===== src/rtl/multicycle_ctrl_exc.sv =====
// Multicycle MIPS control unit with parametrised memory wait states and
// precise exceptions (invalid opcode/funct, arithmetic overflow).
module multicycle_ctrl_exc #(
    parameter int unsigned MEM_LAT = 1,
    parameter logic [31:0] OPC_VEC = 32'h0000_0080,
    parameter logic [31:0] OVF_VEC = 32'h0000_0100
) (
    input  logic        clock,
    input  logic        reset,
    input  logic [5:0]  opcode,
    input  logic [5:0]  funct,
    input  logic        zero,
    input  logic        overflow,
    output logic        PCWrite,
    output logic        IorD,
    output logic        wr,
    output logic        IRWrite,
    output logic        AOWR,
    output logic        AWrite,
    output logic        BWrite,
    output logic        RegDst,
    output logic        MemtoReg,
    output logic        RegWrite,
    output logic        ALUSrcA,
    output logic [1:0]  ALUSrcB,
    output logic [2:0]  ALUOp,
    output logic [1:0]  PCSource,
    output logic        EPCWrite,
    output logic        CauseWrite,
    output logic        cause,
    output logic [31:0] exc_vector,
    output logic [3:0]  Estado
);

    typedef enum logic [3:0] {
        ST_RST       = 4'd0,
        ST_FETCH     = 4'd1,
        ST_DECODE    = 4'd2,
        ST_R_EXEC    = 4'd3,
        ST_R_WB      = 4'd4,
        ST_MEM_ADDR  = 4'd5,
        ST_MEM_READ  = 4'd6,
        ST_MEM_WB    = 4'd7,
        ST_MEM_WRITE = 4'd8,
        ST_BRANCH    = 4'd9,
        ST_JUMP      = 4'd10,
        ST_ADDI_EXEC = 4'd11,
        ST_ADDI_WB   = 4'd12,
        ST_EXC       = 4'd13,
        ST_EXC_JUMP  = 4'd14
    } state_t;

    localparam logic [2:0] OP_ADD = 3'd1;
    localparam logic [2:0] OP_SUB = 3'd2;
    localparam logic [2:0] OP_AND = 3'd3;
    localparam logic [2:0] OP_XOR = 3'd6;

    localparam logic [5:0] OPC_RTYPE = 6'h00;
    localparam logic [5:0] OPC_LW    = 6'h23;
    localparam logic [5:0] OPC_SW    = 6'h2B;
    localparam logic [5:0] OPC_BEQ   = 6'h04;
    localparam logic [5:0] OPC_J     = 6'h02;
    localparam logic [5:0] OPC_ADDI  = 6'h08;

    localparam logic [5:0] FN_ADD = 6'h20;
    localparam logic [5:0] FN_SUB = 6'h22;
    localparam logic [5:0] FN_AND = 6'h24;
    localparam logic [5:0] FN_XOR = 6'h26;

    localparam logic [3:0] LAST_WAIT = 4'(MEM_LAT - 1);

    state_t     state;
    logic [3:0] wait_cnt;
    logic       ovf_q;
    logic       cause_q;
    logic       mem_done;
    logic       funct_ok;
    logic       funct_arith;
    logic [2:0] r_alu_op;

    assign mem_done    = (wait_cnt == LAST_WAIT);
    assign funct_ok    = (funct == FN_ADD) || (funct == FN_SUB) ||
                         (funct == FN_AND) || (funct == FN_XOR);
    assign funct_arith = (funct == FN_ADD) || (funct == FN_SUB);

    always_comb begin
        r_alu_op = OP_ADD;
        case (funct)
            FN_SUB:  r_alu_op = OP_SUB;
            FN_AND:  r_alu_op = OP_AND;
            FN_XOR:  r_alu_op = OP_XOR;
            default: r_alu_op = OP_ADD;
        endcase
    end

    // Wait counter drops to 0 on every transition, so it always starts at 0
    // when a wait state (FETCH, MEM_READ, MEM_WRITE) is entered.
    always_ff @(posedge clock or posedge reset) begin
        if (reset) begin
            state    <= ST_RST;
            wait_cnt <= 4'd0;
            ovf_q    <= 1'b0;
            cause_q  <= 1'b0;
        end else begin
            wait_cnt <= 4'd0;
            case (state)
                ST_RST: state <= ST_FETCH;
                ST_FETCH: begin
                    if (mem_done) state <= ST_DECODE;
                    else          wait_cnt <= wait_cnt + 4'd1;
                end
                ST_DECODE: begin
                    if (opcode == OPC_RTYPE && funct_ok)         state <= ST_R_EXEC;
                    else if (opcode == OPC_LW || opcode == OPC_SW) state <= ST_MEM_ADDR;
                    else if (opcode == OPC_BEQ)                  state <= ST_BRANCH;
                    else if (opcode == OPC_J)                    state <= ST_JUMP;
                    else if (opcode == OPC_ADDI)                 state <= ST_ADDI_EXEC;
                    else begin
                        state   <= ST_EXC;
                        cause_q <= 1'b0;
                    end
                end
                ST_R_EXEC: begin
                    ovf_q <= funct_arith ? overflow : 1'b0;
                    state <= ST_R_WB;
                end
                ST_ADDI_EXEC: begin
                    ovf_q <= overflow;
                    state <= ST_ADDI_WB;
                end
                ST_R_WB, ST_ADDI_WB: begin
                    if (ovf_q) begin
                        state   <= ST_EXC;
                        cause_q <= 1'b1;
                    end else begin
                        state <= ST_FETCH;
                    end
                end
                ST_MEM_ADDR: state <= (opcode == OPC_LW) ? ST_MEM_READ : ST_MEM_WRITE;
                ST_MEM_READ: begin
                    if (mem_done) state <= ST_MEM_WB;
                    else          wait_cnt <= wait_cnt + 4'd1;
                end
                ST_MEM_WRITE: begin
                    if (mem_done) state <= ST_FETCH;
                    else          wait_cnt <= wait_cnt + 4'd1;
                end
                ST_MEM_WB, ST_BRANCH, ST_JUMP, ST_EXC_JUMP: state <= ST_FETCH;
                ST_EXC:  state <= ST_EXC_JUMP;
                default: state <= ST_RST;
            endcase
        end
    end

    // Moore decode; only BRANCH looks at an input (zero gates PCWrite).
    always_comb begin
        PCWrite    = 1'b0;
        IorD       = 1'b0;
        wr         = 1'b0;
        IRWrite    = 1'b0;
        AOWR       = 1'b0;
        AWrite     = 1'b0;
        BWrite     = 1'b0;
        RegDst     = 1'b0;
        MemtoReg   = 1'b0;
        RegWrite   = 1'b0;
        ALUSrcA    = 1'b0;
        ALUSrcB    = 2'd0;
        ALUOp      = 3'd0;
        PCSource   = 2'd0;
        EPCWrite   = 1'b0;
        CauseWrite = 1'b0;
        case (state)
            ST_FETCH: begin
                if (mem_done) begin
                    IRWrite = 1'b1;
                    PCWrite = 1'b1;
                    ALUSrcB = 2'd1;
                    ALUOp   = OP_ADD;
                end
            end
            ST_DECODE: begin
                AWrite  = 1'b1;
                BWrite  = 1'b1;
                AOWR    = 1'b1;
                ALUSrcB = 2'd3;
                ALUOp   = OP_ADD;
            end
            ST_R_EXEC: begin
                ALUSrcA = 1'b1;
                ALUOp   = r_alu_op;
            end
            ST_R_WB: begin
                ALUSrcA = 1'b1;
                ALUOp   = r_alu_op;
                if (!ovf_q) begin
                    RegDst   = 1'b1;
                    RegWrite = 1'b1;
                end
            end
            ST_ADDI_EXEC: begin
                ALUSrcA = 1'b1;
                ALUSrcB = 2'd2;
                ALUOp   = OP_ADD;
            end
            ST_ADDI_WB: begin
                ALUSrcA  = 1'b1;
                ALUSrcB  = 2'd2;
                ALUOp    = OP_ADD;
                RegWrite = !ovf_q;
            end
            ST_MEM_ADDR: begin
                ALUSrcA = 1'b1;
                ALUSrcB = 2'd2;
                ALUOp   = OP_ADD;
                AOWR    = 1'b1;
            end
            ST_MEM_READ: IorD = 1'b1;
            ST_MEM_WB: begin
                MemtoReg = 1'b1;
                RegWrite = 1'b1;
            end
            ST_MEM_WRITE: begin
                IorD = 1'b1;
                wr   = 1'b1;
            end
            ST_BRANCH: begin
                ALUSrcA  = 1'b1;
                ALUOp    = OP_SUB;
                PCSource = 2'd1;
                PCWrite  = zero;
            end
            ST_JUMP: begin
                PCSource = 2'd2;
                PCWrite  = 1'b1;
            end
            ST_EXC: begin
                EPCWrite   = 1'b1;
                CauseWrite = 1'b1;
                ALUSrcB    = 2'd1;
                ALUOp      = OP_SUB;
            end
            ST_EXC_JUMP: begin
                PCSource = 2'd3;
                PCWrite  = 1'b1;
            end
            default: ;
        endcase
    end

    assign cause      = cause_q;
    assign exc_vector = cause_q ? OVF_VEC : OPC_VEC;
    assign Estado     = state;

endmodule


===== config.mk =====
export PLATFORM = sky130hd
export DESIGN_NAME = multicycle_ctrl_exc
export DESIGN_NICKNAME = d
export VERILOG_FILES = /design/src/rtl/multicycle_ctrl_exc.sv
export SDC_FILE = /design/constraint.sdc
export NUM_CORES = 1
export LEC_CHECK = 0
export ABC_AREA = 1
export CELL_PAD_IN_SITES_DETAIL_PLACEMENT = 1
export CELL_PAD_IN_SITES_GLOBAL_PLACEMENT = 2
export CORE_ASPECT_RATIO = 0.5
export CORE_UTILIZATION = 18
export CTS_BUF_LIST = sky130_fd_sc_hd__clkbuf_4
export CTS_CLUSTER_DIAMETER = 120
export DETAILED_ROUTE_END_ITERATION = 10
export GPL_ROUTABILITY_DRIVEN = 1
export PLACE_DENSITY = 0.87
export SLEW_MARGIN = 20
export SYNTH_ARGS = -nofsm -noshare
export SYNTH_HDL_FRONTEND = slang
export SYNTH_SLANG_ARGS = --single-unit

===== constraint.sdc =====
create_clock -name clock -period 1.7 [get_ports clock]
set_input_delay 0.17 -clock clock [delete_from_list [all_inputs] [get_ports clock]]
set_output_delay 0.17 -clock clock [all_outputs]
set_load 0.03 [all_outputs]

==> metrics.md, run 1 <==
| Metric | Value |
|---|---|
| Rows | 20 |
| DR WL/cell | 11.14 um |
| Post-synthesis cell type count | 25 |
| FF-to-FF path depth | 11 |
| Max incr delay on CP | 0.44 ns |
| PortBufs | 42 |
| Pre-antenna DRT Iters | 4 |
| Routed Antenna Nets | 0 |
| Sequential Power Share | 0.130 |
| Die Y | 59.28 um |
| Hold Path Class | input port to asynchronous set/reset pin |
| DRC viols | 0 |
| Comb power frac | 0.805 |
| Clock group share of total power | 0.065 |
| Worst path bufs/invs | 5 |
| Int Pwr | 0.001308 W |
| Mapped Area | 1181 um2 |
| Worst-skew pair later-pin latency | 0.27 ns |
| Count leader, synth | nand2_1 |
| Top post-synthesis cells by area | dfrtp_1 (21%), buf_4 (21%), nand2_1 (14%) |
| Top cell type's share of synthesized area | 0.2119 |
| TritonCTS clock tree | built |
| Tcrit/Tclk final | 1.022 |
| Fin area | 1841 um2 |
| Longest Clk Path Bufs | 2 |
| Max Clock Skew | 0.01310 ns |
| Vias/cell | 3.754 |
| CP dominant cell by count | nand2_2 |
| Fill cells | 801 |
| Reg2Reg Setup Slack | 0.15 ns |
| CTS sink count | 10 |
| Clock transition at the registers of the reported paths | 0.07 ns |
| Initial antenna violation count | 0 |
| Setup Viol. Count Final | 4 |
| CP Class | flip-flop to output pin |
| EDFF count, synth | 0 |
| DIE WIDTH | 116.6 um |
| Leak | 1.029 nW |
| Syn avg cell area | 6.088 um2 |
| Worst setup SP type | flip-flop |
| Starting Density | 0.1903 |
| Iter 0 DRT Violations | 35 |
| Register bit total from synthesis | 10 |
| Total grt overflow | 0 |
| Fin crit period | 1.738 ns |
| Main synth FF type | dfrtp_1 |
| Worst Path Required | 1.53 ns |
| Gate Count Post-Synth | 194 |
| Top cell type by total area after synthesis | dfrtp_1 |
| Vias post-DR | 1295 |
| Layout net count | 276 |
| Final hold vios | 0 |
| Cell family with most CP delay | buffers and inverters |
| Worst vdd ir | 0.3001 mV |
| Ports | 73 |
| Total power | 0.002835 W |
| Sum Neg Setup Slack | -0.09302 ns |
| Hold-fix buffers at CTS | 0 |
| Gpl congestion | 0.7351 |
| Sequential share of the synthesized area | 0.2119 |
| Layout cells sized above 1 | 0.3113 |
| Max Slew Vio Count | 0 |
| Tot GR Track Use | 0.1102 |
| Status | finished with violations |
| Min setup slack post-route | -0.03778 ns |
| P_sw | 0.001528 W |
| Reg2Reg Launch Point | Estado[1] |
| Final HPWL DP | 3118 um |
| Core Region | 6206 um2 |
| WL final | 3843 um |
| Area of the multi-input gates | 737.0 um2 |
| Pre-CTS setup slack | 0.01644 ns |
| Storage element area | 255.2 um2 |
| Number of CTS-inserted buffers | 3 |
| Hold_ws | 0.1885 ns |
| Critical-path top delay cell | dfrtp_2 |
| Post-DP Area | 1638 um2 |
| Area delta synth->final | 55.83% |
| Critical-path cell list | inv_4 -> nand2_2 -> buf_6 -> nor2_4 -> inv_2 -> nand2_2 -> nand2_2 -> inv_2 -> nand2_1 -> o21ai_1 -> buf_4 |
| First-pass GRT wire length | 5920 um |
| Die area | 6910 um2 |
| RSZ-0062 raised after global routing | true |
| Reg-to-Reg End | Estado[1] |
| CP Max Fanout | 4 |
| Vias in the first global route | 1339 |
| Sw Ratio | 0.5388 |
| CP endpoint kind | output pin |
| Largest net degree at the start of global routing | 11 |
| Worst Path Arrival | 1.57 ns |
| Max Cap Viol | 0 |
| H-tree depth | 1 |
| Async S/R FF share, synth | 1.000 |
| Clk Tree Root Cell | clkbuf_4 |
| Violated checks | negative setup slack |
| Synth top cells by count | nand2_1 (45), inv_1 (37), buf_4 (33) |
| # diodes | 0 |
| PD cells | 1541 nW/um2 |
| Yosys Warn Count | 0 |
| Fmax | 0.5754 GHz |
==> metrics by stage <==
step | instances | utilization
after floorplan | 223 | -
after global placement | 331 | 0.2639
after detailed placement | 331 | 0.2639
after CTS | 342 | 0.2847
after global routing | 345 | 0.2966
final | 345 | 0.2966
==> what timing repair did <==
action / CTS / global route
gates resized for setup: 24 / 19
setup buffers: 7 / 3
pin swaps: 3 / 7
setup endpoints to repair: 13 / 15
==> placed cells by master (no fill, tap or decap) <==
cell type | Yosys | layout
o21ai_0 | 6 | 3
buf_2 | 0 | 1
o21ai_1 | 1 | 3
inv_1 | 37 | 30
nand3_1 | 13 | 12
a21oi_1 | 5 | 5
nor2_4 | 2 | 6
buf_4 | 33 | 30
dlygate4sd2_1 | 0 | 1
dlymetal6s2s_1 | 0 | 1
clkdlybuf4s50_1 | 0 | 21
nor2_2 | 1 | 2
o211ai_1 | 1 | 1
a21bo_2 | 1 | 1
o21ai_4 | 0 | 1
xor2_1 | 2 | 2
nand2_2 | 1 | 8
buf_6 | 0 | 9
nand3_2 | 1 | 2
inv_2 | 1 | 7
or2_1 | 1 | 1
dfrtp_2 | 0 | 4
inv_4 | 0 | 1
nor3_1 | 3 | 3
clkbuf_4 | 0 | 4
nand2_4 | 1 | 3
nor4_1 | 1 | 1
ha_1 | 2 | 2
o22ai_2 | 0 | 1
conb_1 | 1 | 30
nor2_1 | 23 | 18
dfrtp_1 | 10 | 6
nand4_1 | 1 | 1
nand2_1 | 45 | 36
==> flip-flops by register name, summed over array words and instances, names as in the netlist <==
signal	count
ovf_q	1
cause	1
wait_cnt	4
Estado	4
==> how the worst max path moves through the flow <==
stage | from | endpoint | slack [ns] | depth (start not counted)
after floorplan | Estado[0] | ALUOp[0] | 0.009 | 7
after global placement | funct[1] | ALUOp[1] | 0.07 | 8
after detailed placement | funct[1] | ALUOp[1] | 0.02 | 8
after CTS | Estado[1] | ALUOp[1] | -0.06 | 11
after global routing | Estado[1] | ALUOp[1] | -0.15 | 11
final | Estado[1] | ALUOp[1] | -0.04 | 11
==> layout make-up <==
| class | count | share of cell area |
|---|---|---|
| repair buffers | 63 | 0.3059 |
| clock buffers | 4 | 0.01632 |
| well taps | 88 | 0.05982 |
| multi-input cells | 142 | 0.4004 |
| flip-flops and latches | 10 | 0.1387 |
| inverters | 38 | 0.07886 |
==> power groups by stage <==
| stage | clock (W) | combinational, W | sequential, W |
|---|---|---|---|
| floorplan | 0 | 0.00114 | 0.000460 |
| global route | 0.000210 | 0.00246 | 0.000380 |
| CTS | 0.000196 | 0.00213 | 0.000364 |
| detailed placement | 0 | 0.00191 | 0.000363 |
| finish | 0.000184 | 0.00228 | 0.000368 |
| global placement | 0 | 0.00189 | 0.000357 |
==> per-layer routing <==
layer | GRT usage | up-vias | wire, um
met5 | 0 | - | 0
met4 | 0.02532 | 0 | 11
met3 | 0.02352 | 2 | 197
met2 | 0.2105 | 42 | 1994
met1 | 0.1276 | 596 | 1639
li1 | - | 655 | -
==> cell families (layout without fill, tap and decap cells) <==
kind of cell | count (synthesis) | count (layout) | share of synthesized area
buffers and inverters | 71 | 105 | 0.3305
xor gates and xnor gates | 2 | 2 | 0.01483
adders and majority gates | 2 | 2 | 0.02118
and+or+nand+nor | 93 | 93 | 0.3475
other | 1 | 30 | 0.003175
DFF | 10 | 10 | 0.2119
AOI/OAI and AO/OA | 15 | 15 | 0.07097
Power figures use the tool's default switching activity.
==> run 2, diff against run 1 <==
Settings changed: TNS_END_PERCENT set to 20.
==> run 2 against run 1 <==
  * The run now ends clean
  * Final area is 2.8% lower
  * Utilization is 0.83 points lower
  * Setup slack better by 0.038 ns
  * Clock power is 11% lower
  * Sequential power is 12% higher
  * Die area stayed put
  * Critical path depth is 1 lower
  * Sequential share of layout area is 0.40 points higher
  * Highest routed layer unchanged
==> metrics.md, run 2 (synthesis results as in run 1) <==
| Metric | Value |
|---|---|
| Cell family with most CP delay | flip-flops |
| Sw Ratio | 0.5624 |
| FF-to-FF path depth | 9 |
| PD cells | 1528 nW/um2 |
| WL final | 3604 um |
| Initial antenna violation count | 0 |
| CP endpoint kind | output pin |
| Max Clock Skew | 0.002002 ns |
| Fin crit period | 1.700 ns |
| RSZ-0062 raised after global routing | true |
| Hold Path Class | input port to asynchronous set/reset pin |
| Core Region | 6206 um2 |
| Layout cells sized above 1 | 0.3185 |
| DRC viols | 0 |
| Vias post-DR | 1268 |
| Reg-to-Reg End | Estado[1] |
| # diodes | 0 |
| Leak | 0.9733 nW |
| Ports | 73 |
| Worst-skew pair later-pin latency | 0.26 ns |
| Area of the multi-input gates | 765.7 um2 |
| Critical-path top delay cell | dfrtp_2 |
| Pre-antenna DRT Iters | 4 |
| TritonCTS clock tree | built |
| CP Class | flip-flop to output pin |
| Tot GR Track Use | 0.1001 |
| Critical-path cell list | inv_4 -> nand2_4 -> nor2_4 -> inv_2 -> nand2_2 -> nand2_2 -> inv_2 -> nand2_1 -> o21ai_1 -> buf_4 |
| Worst vdd ir | 0.3128 mV |
| H-tree depth | 1 |
| Rows | 20 |
| Number of CTS-inserted buffers | 3 |
| Reg2Reg Setup Slack | 0.30 ns |
| Clock transition at the registers of the reported paths | 0.07 ns |
| Met3 usage | 0.004090 |
| Status | finished clean |
| P_sw | 0.001538 W |
| Starting Density | 0.1903 |
| Clk Tree Root Cell | clkbuf_4 |
| CTS sink count | 10 |
| CP Max Fanout | 5 |
| Sum Neg Setup Slack | 0 ns |
| Hold_ws | 0.1833 ns |
| Iter 0 DRT Violations | 23 |
| Fill cells | 798 |
| Fmax | 0.5883 GHz |
| Total grt overflow | 0 |
| Area delta synth->final | 51.48% |
| Die Y | 59.28 um |
| Busiest layer in global routing | met2 |
| Fin area | 1789 um2 |
| Met1 Use GR | 0.1300 |
| Tcrit/Tclk final | 0.9998 |
| Worst Path Arrival | 1.53 ns |
| Worst path bufs/invs | 4 |
| Comb power frac | 0.789 |
| Reg2Reg Launch Point | Estado[3] |
| Clock group share of total power | 0.060 |
| Longest Clk Path Bufs | 2 |
| Worst setup SP type | flip-flop |
| Die area | 6910 um2 |
| Post-DP Area | 1620 um2 |
| First-pass GRT wire length | 5533 um |
| Final hold vios | 0 |
| Max Cap Viol | 0 |
| PortBufs | 42 |
| Worst Path Required | 1.53 ns |
| Gpl congestion | 0.8515 |
| Sequential Power Share | 0.151 |
| Utilization after layout | 0.2883 |
| Total power | 0.002734 W |
| Routed Antenna Nets | 0 |
| Largest net degree at the start of global routing | 11 |
| Vias in the first global route | 1244 |
| Final HPWL DP | 3041 um |
| DR WL/cell | 10.73 um |
| Max incr delay on CP | 0.46 ns |
| Layout net count | 268 |
| Setup Viol. Count Final | 0 |
| DIE WIDTH | 116.6 um |
| Commonest non-fill, non-tap cell in the layout | nand2_1 |
| Hold-fix buffers at CTS | 0 |
| Vias/cell | 3.774 |
| Met2 global-route usage | 0.1851 |
| Storage element area | 255.2 um2 |
| Most frequent cells in the layout | nand2_1 (33), conb_1 (30), inv_1 (27), buf_4 (27), clkdlybuf4s50_1 (22) |
| Int Pwr | 0.001197 W |
| Max Slew Vio Count | 0 |
run 2: cell types whose count changed in the layout (fill, tap and decap cells not counted), moves of 2 or more:
cell,delta
inv_1,-3
nand2_1,-3
buf_4,-3
nand2_4,+2
buf_6,-5
inv_4,+2
run 2: worst max path at each step:
stage	from	end	slack, ns	cells after the start
finish	Estado[1]	ALUOp[1]	0.0003	10
global route	Estado[1]	ALUOp[1]	-0.07	10
CTS	Estado[1]	ALUOp[1]	-0.08	10
detailed placement	funct[1]	ALUOp[1]	0.02	8
global placement	funct[1]	ALUOp[1]	0.07	8
floorplan	Estado[1]	PCWrite	-0.03	7
run 2: layer usage:
| layer | wire length, um | part of all wire |
|---|---|---|
| met5 | 0 | 0 |
| met4 | 46 | 0.013 |
| met3 | 166 | 0.046 |
| met2 | 1805 | 0.50 |
| met1 | 1585 | 0.44 |
run 2: metrics by stage:
stage,instances,setup slack (ns)
6_report,336,0.0002559
2_1_floorplan,223,-0.03483
3_5_place_dp,330,0.02270
3_3_place_gp,330,0.06595
5_1_grt,336,-0.07362
4_1_cts,333,-0.07549
run 2: worst register-to-register path, delay by kind of cell, from the launching register on:
kind / cells / cell delay (ns)
flops: 1 / 0.43
simple gates: 8 / 0.71
buf+inv: 1 / 0.14
run 2: repair_timing:
item | in CTS | in global routing
buffers inserted | 0 | 4
pin swaps | 1 | 7
endpoints found under the hold margin | 0 | 0
setup endpoints to repair | 12 | 13
gates resized for setup | 13 | 35
run 2: final cells by class:
cell class | instances | area share
sequential | 10 | 0.1427
inverter | 38 | 0.08392
tap | 88 | 0.06154
clock buffer | 3 | 0.01259
timing repair buffer | 55 | 0.2713
multi-input combinational | 142 | 0.4280
run 2: power by group through the flow:
stage	Sequential, W	Combinational (W)	Clock, W
2_1_floorplan	0.000460	0.00112	0
3_3_place_gp	0.000370	0.00184	0
3_5_place_dp	0.000378	0.00186	0
4_1_cts	0.000380	0.00192	0.000170
5_1_grt	0.000424	0.00231	0.000175
6_report	0.000413	0.00216	0.000164
